## config.mk

```make
export PLATFORM = sky130hd
export DESIGN_NAME = mem_access_stage
export DESIGN_NICKNAME = d
export VERILOG_FILES = /design/src/rtl/common.sv /design/src/rtl/mem_fmt.sv /design/src/rtl/mem_access_stage.sv
export SDC_FILE = /design/constraint.sdc
export NUM_CORES = 1
export LEC_CHECK = 0
export CAP_MARGIN = 20
export CORE_AREA = 4 4 250 252
export CTS_CLUSTER_DIAMETER = 40
export DETAILED_ROUTE_END_ITERATION = 7
export DIE_AREA = 0 0 254 256
export GPL_ROUTABILITY_DRIVEN = 0
export SLEW_MARGIN = 0
export SYNTH_ARGS = -nofsm -noshare
export SYNTH_HDL_FRONTEND = slang
export SYNTH_SLANG_ARGS = --single-unit
```

## constraint.sdc

```tcl
create_clock -name clk -period 3.9 [get_ports clk]
set_input_delay 0.78 -clock clk [delete_from_list [all_inputs] [get_ports clk]]
set_output_delay 0.78 -clock clk [all_outputs]
set_load 0.05 [all_outputs]
```

## src/rtl/common.sv

```systemverilog
// Shared definitions for the memory-access stage: data-bus payloads, access
// sizes, control-bit positions, load funct3 codes and the stage FSM encoding.
package common;

  localparam int unsigned XLEN    = 64;
  localparam int unsigned STRB_W  = XLEN / 8;
  localparam int unsigned CTRL_W  = 24;
  localparam int unsigned INSTR_W = 32;

  // Control-word bit positions
  localparam logic [4:0] CTRL_MEMRD = 5'd4;
  localparam logic [4:0] CTRL_MEMWR = 5'd5;

  // Load funct3 codes (stores reuse bits [1:0] for the size)
  localparam logic [2:0] F3_LB  = 3'b000;
  localparam logic [2:0] F3_LH  = 3'b001;
  localparam logic [2:0] F3_LW  = 3'b010;
  localparam logic [2:0] F3_LD  = 3'b011;
  localparam logic [2:0] F3_LBU = 3'b100;
  localparam logic [2:0] F3_LHU = 3'b101;
  localparam logic [2:0] F3_LWU = 3'b110;

  typedef enum logic [1:0] {
    MSIZE1 = 2'b00,
    MSIZE2 = 2'b01,
    MSIZE4 = 2'b10,
    MSIZE8 = 2'b11
  } msize_t;

  typedef struct packed {
    logic              valid;
    logic [XLEN-1:0]   addr;
    msize_t            size;
    logic [STRB_W-1:0] strobe;
    logic [XLEN-1:0]   data;
  } dbus_req_t;

  typedef struct packed {
    logic            addr_ok;
    logic            data_ok;
    logic [XLEN-1:0] data;
  } dbus_resp_t;

  typedef enum logic [1:0] {
    IDLE = 2'b00,
    WAIT = 2'b01,
    DONE = 2'b10
  } mem_state_t;

  // Low address bits that must be zero for a naturally aligned access
  function automatic logic [2:0] size_low_mask(input msize_t size);
    case (size)
      MSIZE1:  return 3'b000;
      MSIZE2:  return 3'b001;
      MSIZE4:  return 3'b011;
      default: return 3'b111;
    endcase
  endfunction

endpackage

```

## src/rtl/mem_fmt.sv

```systemverilog
// Data-bus formatting for the memory-access stage (purely combinational).
// Ports:
//   addr_off   - byte offset of the access within the 64-bit word
//   size       - access size
//   funct3     - instruction funct3 (selects load extension)
//   store_data - raw store operand
//   rdata      - raw load data returned by the bus
//   strobe     - byte-enable for stores
//   wdata      - store data shifted into its byte lanes
//   ldata      - load data shifted down and sign/zero-extended
module mem_fmt
  import common::*;
(
  input  logic [2:0]        addr_off,
  input  msize_t            size,
  input  logic [2:0]        funct3,
  input  logic [XLEN-1:0]   store_data,
  input  logic [XLEN-1:0]   rdata,
  output logic [STRB_W-1:0] strobe,
  output logic [XLEN-1:0]   wdata,
  output logic [XLEN-1:0]   ldata
);

  logic [5:0]        bit_off;
  logic [STRB_W-1:0] size_mask;
  logic [XLEN-1:0]   shifted;

  always_comb begin
    bit_off = {addr_off, 3'b000};

    case (size)
      MSIZE1:  size_mask = 8'h01;
      MSIZE2:  size_mask = 8'h03;
      MSIZE4:  size_mask = 8'h0F;
      default: size_mask = 8'hFF;
    endcase

    strobe  = size_mask << addr_off;
    wdata   = store_data << bit_off;
    shifted = rdata >> bit_off;

    case (funct3)
      F3_LB:   ldata = {{56{shifted[7]}},  shifted[7:0]};
      F3_LH:   ldata = {{48{shifted[15]}}, shifted[15:0]};
      F3_LW:   ldata = {{32{shifted[31]}}, shifted[31:0]};
      F3_LBU:  ldata = {56'd0, shifted[7:0]};
      F3_LHU:  ldata = {48'd0, shifted[15:0]};
      F3_LWU:  ldata = {32'd0, shifted[31:0]};
      F3_LD:   ldata = shifted;
      default: ldata = shifted;
    endcase
  end

endmodule

```

## src/rtl/mem_access_stage.sv

```systemverilog
// Memory-access stage of the in-order pipeline: issues one data-bus
// transaction per load/store, stalls until the response, formats load data.
// Optional feature macro: MEM_MISALIGN_CHK_EN (flag misaligned accesses
// instead of silently aligning the address).
// Ports:
//   clk, reset                       - clock, async active-high reset
//   valid_in, advance_in             - EX/MEM holds an instruction / pipeline advances
//   ALU_result_in, reg_Q2_in         - address (or passthrough value) / store data
//   control_in, instr_in, PC_in      - control word, instruction, PC
//   dreq, dresp                      - data-bus request / response
//   stall_out                        - stage cannot complete this cycle
//   result_out                       - load data or ALU passthrough
//   control_out, instr_out, PC_out   - passthrough
//   misalign_out                     - misaligned-access flag
module mem_access_stage
  import common::*;
(
  input  logic               clk,
  input  logic               reset,
  input  logic               valid_in,
  input  logic               advance_in,
  input  logic [XLEN-1:0]    ALU_result_in,
  input  logic [XLEN-1:0]    reg_Q2_in,
  input  logic [CTRL_W-1:0]  control_in,
  input  logic [INSTR_W-1:0] instr_in,
  input  logic [XLEN-1:0]    PC_in,
  output dbus_req_t          dreq,
  input  dbus_resp_t         dresp,
  output logic               stall_out,
  output logic [XLEN-1:0]    result_out,
  output logic [CTRL_W-1:0]  control_out,
  output logic [INSTR_W-1:0] instr_out,
  output logic [XLEN-1:0]    PC_out,
  output logic               misalign_out
);

  mem_state_t        state;
  logic [XLEN-1:0]   ldata_q;

  logic [2:0]        funct3;
  msize_t            size;
  logic              is_load;
  logic              is_store;
  logic              memop;
  logic              misalign;
  logic              can_issue;
  logic              req_valid;
  logic [2:0]        low_mask;
  logic [XLEN-1:0]   issue_addr;
  logic [STRB_W-1:0] fmt_strobe;
  logic [XLEN-1:0]   fmt_wdata;
  logic [XLEN-1:0]   fmt_ldata;
  logic              unused_addr_ok;

  // Decode; a word with both memory bits set is treated as a load
  assign funct3         = instr_in[14:12];
  assign size           = msize_t'(funct3[1:0]);
  assign is_load        = control_in[CTRL_MEMRD];
  assign is_store       = control_in[CTRL_MEMWR] & ~is_load;
  assign memop          = valid_in & (is_load | is_store);
  assign low_mask       = size_low_mask(size);
  assign unused_addr_ok = dresp.addr_ok;

`ifdef MEM_MISALIGN_CHK_EN
  assign issue_addr = ALU_result_in;
  assign misalign   = memop && ((ALU_result_in[2:0] & low_mask) != 3'b000);
`else
  // Force natural alignment of the issued address
  assign issue_addr = {ALU_result_in[XLEN-1:3], ALU_result_in[2:0] & ~low_mask};
  assign misalign   = 1'b0;
`endif

  assign can_issue = (state == IDLE) && memop && !misalign;

  mem_fmt u_fmt (
    .addr_off   (issue_addr[2:0]),
    .size       (size),
    .funct3     (funct3),
    .store_data (reg_Q2_in),
    .rdata      (dresp.data),
    .strobe     (fmt_strobe),
    .wdata      (fmt_wdata),
    .ldata      (fmt_ldata)
  );

  // Transaction FSM and captured load data
  always_ff @(posedge clk or posedge reset) begin
    if (reset) begin
      state   <= IDLE;
      ldata_q <= '0;
    end else begin
      case (state)
        IDLE: begin
          if (can_issue) begin
            if (dresp.data_ok) begin
              ldata_q <= fmt_ldata;
              state   <= DONE;
            end else begin
              state   <= WAIT;
            end
          end
        end
        WAIT: begin
          if (dresp.data_ok) begin
            ldata_q <= fmt_ldata;
            state   <= DONE;
          end
        end
        DONE: begin
          if (advance_in) state <= IDLE;
        end
        default: state <= IDLE;
      endcase
    end
  end

  // Request, stall and result; reset kills any visible request at once
  always_comb begin
    req_valid = !reset && (can_issue || (state == WAIT));

    dreq = '0;
    if (req_valid) begin
      dreq.valid = 1'b1;
      dreq.addr  = issue_addr;
      dreq.size  = size;
      if (is_store) begin
        dreq.strobe = fmt_strobe;
        dreq.data   = fmt_wdata;
      end
    end

    stall_out    = req_valid;
    misalign_out = !reset && (state == IDLE) && misalign;

    if ((state == DONE) && is_load) begin
      result_out = ldata_q;
    end else if (misalign_out && is_load) begin
      result_out = '0;
    end else begin
      result_out = ALU_result_in;
    end
  end

  assign control_out = control_in;
  assign instr_out   = instr_in;
  assign PC_out      = PC_in;

endmodule

```

==> results of run 1 <==
Yosys cell counts, types with 2 or more instances:
master and count:
dfrtp_1 66, o21ai_0 17, o211ai_1 17, and3_1 63, a22oi_1 2, nand2b_1 8
nor2b_1 19, buf_2 19, a211oi_1 9, o2bb2ai_1 5, mux2i_1 57, and2_1 11
mux4_2 13, nor2_1 121, a221oi_1 12, buf_1 10, nor3b_1 3, nand3_1 50
o22ai_1 7, buf_4 125, a21o_1 3, a31oi_1 33, inv_1 5, nand2_1 162
clkbuf_1 74, a41oi_1 32, mux2_2 64, nor4bb_1 7, a21oi_1 53
sequential cells by signal (all words and copies together) (netlist names):
signal / count
ldata_q: 64
state: 2
cell type report:
| class | instances | area share (%) |
|---|---|---|
| Multi-Input combinational cell | 791 | 35.7 |
| Tap cell | 782 | 6.70 |
| Inverter | 5 | 0.146 |
| Clock inverter | 3 | 0.103 |
| Antenna cell | 2 | 0.0343 |
| Timing Repair Buffer | 481 | 44.3 |
| Sequential cell | 66 | 11.3 |
| Clock buffer | 13 | 1.71 |
report_power, final:
part	switching, mW	internal [mW]	total, mW	leakage (nW)
logic	1.31	1.07	2.38	5.01
clock network	0.316	0.446	0.762	0.133
registers	0.203	0.904	1.11	0.751
total	1.83	2.42	4.25	5.89
how the worst max path moves through the flow:
stage / endpoint / slack [ps] / cells after the start / startpoint
floorplan: dreq[62] / -30 / 7 / ALU_result_in[2]
global placement: dreq[42] / 6 / 8 / ALU_result_in[0]
detailed placement: dreq[49] / -40 / 8 / ALU_result_in[0]
CTS: dreq[43] / 6 / 9 / ALU_result_in[0]
global route: dreq[11] / 10 / 8 / reset
finish: dreq[42] / 100 / 10 / instr_in[12]
cells by family after synthesis:
kind of cell,count (synthesis)
AOI/OAI and AO/OA,203
other,1
buffers and inverters,233
muxes,134
DFF,66
and+or+nand+nor,453
timing repair:
item / in CTS / in global routing
pin swaps: 0 / 0
gates resized for setup: 2 / 2
endpoints found under the setup margin: 3 / 27
endpoints found under the hold margin: 0 / 0
metal layers:
metal  vias to the layer above  GRT usage (%)  part of all wire [%]
met1                      4640           16.8                    36
met3                       102           5.02                   9.9
met4                         8           5.59                   4.0
met2                       652           26.9                    50
li1                       4289              -                     -
met5                         -              0                  0.10
stage by stage:
step / util (%) / hold slack (ps)
3_5_place_dp: 23.8 / 539
2_1_floorplan: - / 446
3_3_place_gp: 23.8 / 526
6_report: 24.3 / 552
4_1_cts: 24.3 / 553
5_1_grt: 24.3 / 585
critical path, delay by kind of cell:
| family | cells | cell delay, ps |
|---|---|---|
| muxes | 1 | 220 |
| AOI/OAI and AO/OA | 1 | 210 |
| buffers and inverters | 5 | 1120 |
| and+or+nand+nor | 3 | 670 |
==> run metrics, run 1 <==
outcome=finished clean; DR WL/cell=24.2 um; hold path endpoint=ldata_q[30]; Setup Buffers After CTS=0; critical path type=in -> out; Rows=90; htree depth=3; Reg2Reg Capture Point=ldata_q[34]; post-route non-filler standard cell count=2143; pre-CTS setup slack=-41.3 ps; Slew headroom=59.4%; cts bufs inserted=9; Die ar.=65000 um^2; share of cells above drive strength 1=28.8%; synthesized area per cell=7.44 um^2; area leader, netlist=dfrtp_1; adder-cell share of the synthesized area=0%; XOR/XNOR Fraction of Synth Area=0%; Reg clk slew, reported paths=60 ps; Final Skew=5.27 ps; largest family of logic cells by synthesized area=simple AND/OR/NAND/NOR gates; endpoints failing hold=0; Total Wirelength=51900 um; initial antenna violation count=6; Detailed Routing Iterations Pass 1=5; Placement Cell Area=14300 um^2; post-synth cell types=52; post-route cell area=14600 um^2; CP Max Fanout=16; most common cell after layout, fill and taps aside=clkdlybuf4s50_1; slowest CP cell=or3b_2; post-synthesis compound-gate area fraction=17.2%; EDFF count, synth=0; post-synthesis net count=1408; Critical Path Sink Type=primary output; Filler cells=6517; clock buffer depth=2; IO Port Bufs=410; synthesized flop and latch total=66; Sink Count=66; cell count of the worst reg-to-reg path=7; CTS Root Cell=clkbuf_16; CP Data Required Time=3120 ps; critical-path cell list=clkdlybuf4s50_1, buf_4, or3b_2, buf_12, buf_4, mux2i_1, nand2_1, a31oi_1, nor2_1, buf_12; Die Span Y=256 um; Setup TNS=0 ps; unrepaired setup endpoints after global routing=no; area occupied by multi-input gates=5210 um^2; top post-synthesis cells by area=dfrtp_1, buf_4, mux2_2; WP data arrival=3020 ps; I/O pin count=643; Synth top area share=20.4%; dpl hpwl=43000 um; flop2flop setup slack=1570 ps; via count=9691; TritonCTS clock tree=done; synth warn=0; CP startpoint kind=input port; Slew @ Worst Pin=608 ps; Final Cycle Share=97.4%; DRT iter0 DRCs=711; vias per cell=4.52; max incr delay on CP=480 ps; Max-cap violations=0; global-route wire length before repair=73200 um; Layout Area Growth over Synthesis=80.1%; Nets=1672; DRC=0; clk_lat worst skew=330 ps; leakage power=5.89 nW; setup ws final=103 ps; P per Cell Area=291 nW/um^2; vias in the first global route=10200; most frequent cells in the layout=clkdlybuf4s50_1, buf_12, nand2_1; dpl cells=2125; Seq/Total Area, Yosys=20.4%; die width=254 um; ys flop type=dfrtp_1; post-synthesis mux area share=19.5%; reg2reg start=state[0]; Global Route Usage Sum=15.2%; HP Start=ldata_q[30]; core area=60100 um^2; CTS Hold Bufs=0; worst min path class=reg -> reg; ANT nets after route=0; f_max=263 MHz; largest net degree at the start of global routing=61; total power=4.25 mW; starting density of the core=13.5%; sequential cell area=1650 um^2; Final Slew Violations=0; minimum clock period=3800 ps; Peak VDD IR=0.210 mV; WHS Path Cells=2; ys async rst share=100%; Mapped Cells=1090; Synth Area in Simple Gates=26.0%; GR Overflow Total=0; Synth Cell Area=8110 um^2; final setup violation count=0
No activity file was read; power rests on OpenSTA's default activity.
==> run 2: changes to the inputs <==
--- a/config.mk
+++ b/config.mk
@@ -5,11 +5,12 @@
 export SDC_FILE = /design/constraint.sdc
 export NUM_CORES = 1
 export LEC_CHECK = 0
+export ABC_CLOCK_PERIOD_IN_PS = 3900
 export CAP_MARGIN = 20
-export CORE_AREA = 4 4 250 252
+export CORE_AREA = 2 2 248 250
 export CTS_CLUSTER_DIAMETER = 40
 export DETAILED_ROUTE_END_ITERATION = 7
-export DIE_AREA = 0 0 254 256
+export DIE_AREA = 0 0 250 252
 export GPL_ROUTABILITY_DRIVEN = 0
 export SLEW_MARGIN = 0
 export SYNTH_ARGS = -nofsm -noshare
==> run 2 against run 1 <==
  * Critical path depth down 2
  * Largest cell class unchanged
  * Sequential share of layout area about the same
  * Die area down 3.1%
  * Worst setup slack worse by 55 ps
  * Highest routed layer unchanged
  * Sequential power about the same
  * Core utilization up 0.067 points
==> run metrics, run 2 (synthesized netlist as in run 1, its figures left out) <==
outcome=finished clean (unchanged); minimum clock period=3850 ps (was 3800 ps); clk_lat worst skew=340 ps (was 330 ps); initial antenna violation count=8 (was 6); most frequent cells in the layout=clkdlybuf4s50_1, buf_12, nand2_1 (unchanged); vias in the first global route=10100 (was 10200); Sink Count=66 (unchanged); share of cells above drive strength 1=28.6% (was 28.8%); leakage power=5.89 nW (about the same); starting density of the core=13.5% (unchanged); Detailed Routing Iterations Pass 1=6 (was 5); Rows=90 (unchanged); Nets=1664 (was 1672); Largest regs=ldata_q x64, state x2 (unchanged); Max-cap violations=0 (unchanged); DRT iter0 DRCs=793 (was 711); endpoints failing hold=0 (unchanged); GR Overflow Total=0 (unchanged); Die ar.=63000 um^2 (was 65000 um^2); TritonCTS clock tree=done (unchanged); via count=9718 (was 9691); Slew @ Worst Pin=616 ps (was 608 ps); Final Slew Violations=0 (unchanged); Peak VDD IR=0.194 mV (was 0.210 mV); f_max=260 MHz (was 263 MHz); IO Port Bufs=410 (unchanged); slowest CP cell=or3b_2 (unchanged); global-route wire length before repair=72200 um (was 73200 um); CTS Root Cell=clkbuf_16 (unchanged); Filler cells=6527 (was 6517); worst min path class=reg -> reg (unchanged); WP data arrival=3070 ps (was 3020 ps); critical path type=in -> out (unchanged); CP Max Fanout=28 (was 16); Layout Area Growth over Synthesis=80.5% (was 80.1%); max incr delay on CP=520 ps (was 480 ps); hold slack=544 ps (was 552 ps); CP Data Required Time=3120 ps (about the same); die width=250 um (was 254 um); Slew headroom=57.9% (was 59.4%); critical-path cell list=clkdlybuf4s50_1, or3b_2, buf_12, mux2i_1, nand2_1, a31oi_1, nor2_1, buf_12 (was clkdlybuf4s50_1, buf_4, or3b_2, buf_12, buf_4, mux2i_1, nand2_1, a31oi_1, nor2_1, buf_12); dpl hpwl=41700 um (was 43000 um); Total Wirelength=50800 um (was 51900 um); most common cell after layout, fill and taps aside=clkdlybuf4s50_1 (unchanged); Largest Register=ldata_q (unchanged); final setup violation count=0 (unchanged); cts bufs inserted=9 (unchanged); post-route non-filler standard cell count=2134 (was 2143); largest net degree at the start of global routing=130 (was 61); core area=60100 um^2 (unchanged); Global Route Usage Sum=15.6% (was 15.2%); P per Cell Area=296 nW/um^2 (was 291 nW/um^2); CP startpoint kind=input port (unchanged); I/O pin count=643 (unchanged); Final Cycle Share=98.8% (was 97.4%); Die Span Y=252 um (was 256 um); unrepaired setup endpoints after global routing=no (unchanged); htree depth=3 (unchanged); Final Skew=4.73 ps (was 5.27 ps); clock buffer depth=2 (unchanged); dpl cells=2117 (was 2125); Reg clk slew, reported paths=60 ps (about the same); Critical Path Sink Type=primary output (unchanged); max reg flops=64 (unchanged); Setup Buffers After CTS=0 (unchanged); CP dominant cell by count=buf_12; DRC=0 (unchanged); vias per cell=4.55 (was 4.52); ANT nets after route=0 (unchanged); DR WL/cell=23.8 um (was 24.2 um)
==> run 2: cell count changes in the layout (fill, tap and decap cells not counted), sizes merged <==
cell	change
clkinvlp	+2
clkinv	-2
buf	-8
diode	-1
clkbuf	-1
bufinv	+1
==> run 2: cell type report <==
type	count	area (um^2)	share of cell area, %
Antenna cell	1	2.50	0.0171
Clock buffer	12	256	1.75
Clock inverter	4	50.0	0.342
Inverter	5	21.3	0.145
Multi-Input combinational cell	791	5210	35.6
Sequential cell	66	1650	11.3
Tap cell	782	978	6.68
Timing Repair Buffer	473	6480	44.2
==> run 2: through the flow <==
step	TNS [ps]	setup slack (ps)	total power [mW]	utilization, %	cell area (um^2)
3_5_place_dp	-28.0	-19.8	3.52	23.8	14300
4_1_cts	0	24.1	4.40	24.3	14600
5_1_grt	0	27.7	4.56	24.3	14600
3_3_place_gp	0	18.3	3.49	23.8	14300
2_1_floorplan	-65.2	-32.6	2.59	-	8150
6_report	0	48.7	4.33	24.4	14600
==> run 2: critical path: cells and delay by family <==
family | cells | cell delay, ps
AND/OR/NAND/NOR | 3 | 730
multiplexers | 1 | 420
buffers and inverters | 3 | 890
AO/OA/AOI/OAI | 1 | 240
==> run 2: final timing paths <==
path                                  startpoint     endpoint  slack (ps)  depth (start not counted)
worst max-delay path            ALU_result_in[0]     dreq[42]          50                          8
worst min register to register       ldata_q[26]  ldata_q[26]         540                          2
worst min-delay path                 ldata_q[26]  ldata_q[26]         540                          2
max in group asynchronous                  reset  ldata_q[48]        2450                          3
worst max register to register          state[0]  ldata_q[62]        1600                          7
min in group asynchronous                  reset     state[1]         990                          3
==> run 2: where the power goes <==
| group | internal, mW | leakage, nW | switching, mW |
|---|---|---|---|
| clock network | 0.529 | 0.145 | 0.329 |
| registers | 0.903 | 0.751 | 0.176 |
| logic | 1.08 | 4.99 | 1.32 |
| total | 2.51 | 5.89 | 1.82 |
==> run 2: per-layer routing <==
| layer | vias up | track usage (%) | share of wire [%] |
|---|---|---|---|
| met2 | 666 | 28.4 | 51 |
| met5 | - | 0 | 0.14 |
| li1 | 4252 | - | - |
| met3 | 109 | 5.80 | 11 |
| met4 | 12 | 5.71 | 3.4 |
| met1 | 4679 | 16.5 | 35 |
==> run 2: timing repair <==
item,4_1_cts,5_1_grt
hold buffers,0,0
gates cloned,0,0
endpoints found under the hold margin,0,0
gates resized for setup,2,2
endpoints found under the setup margin,2,3
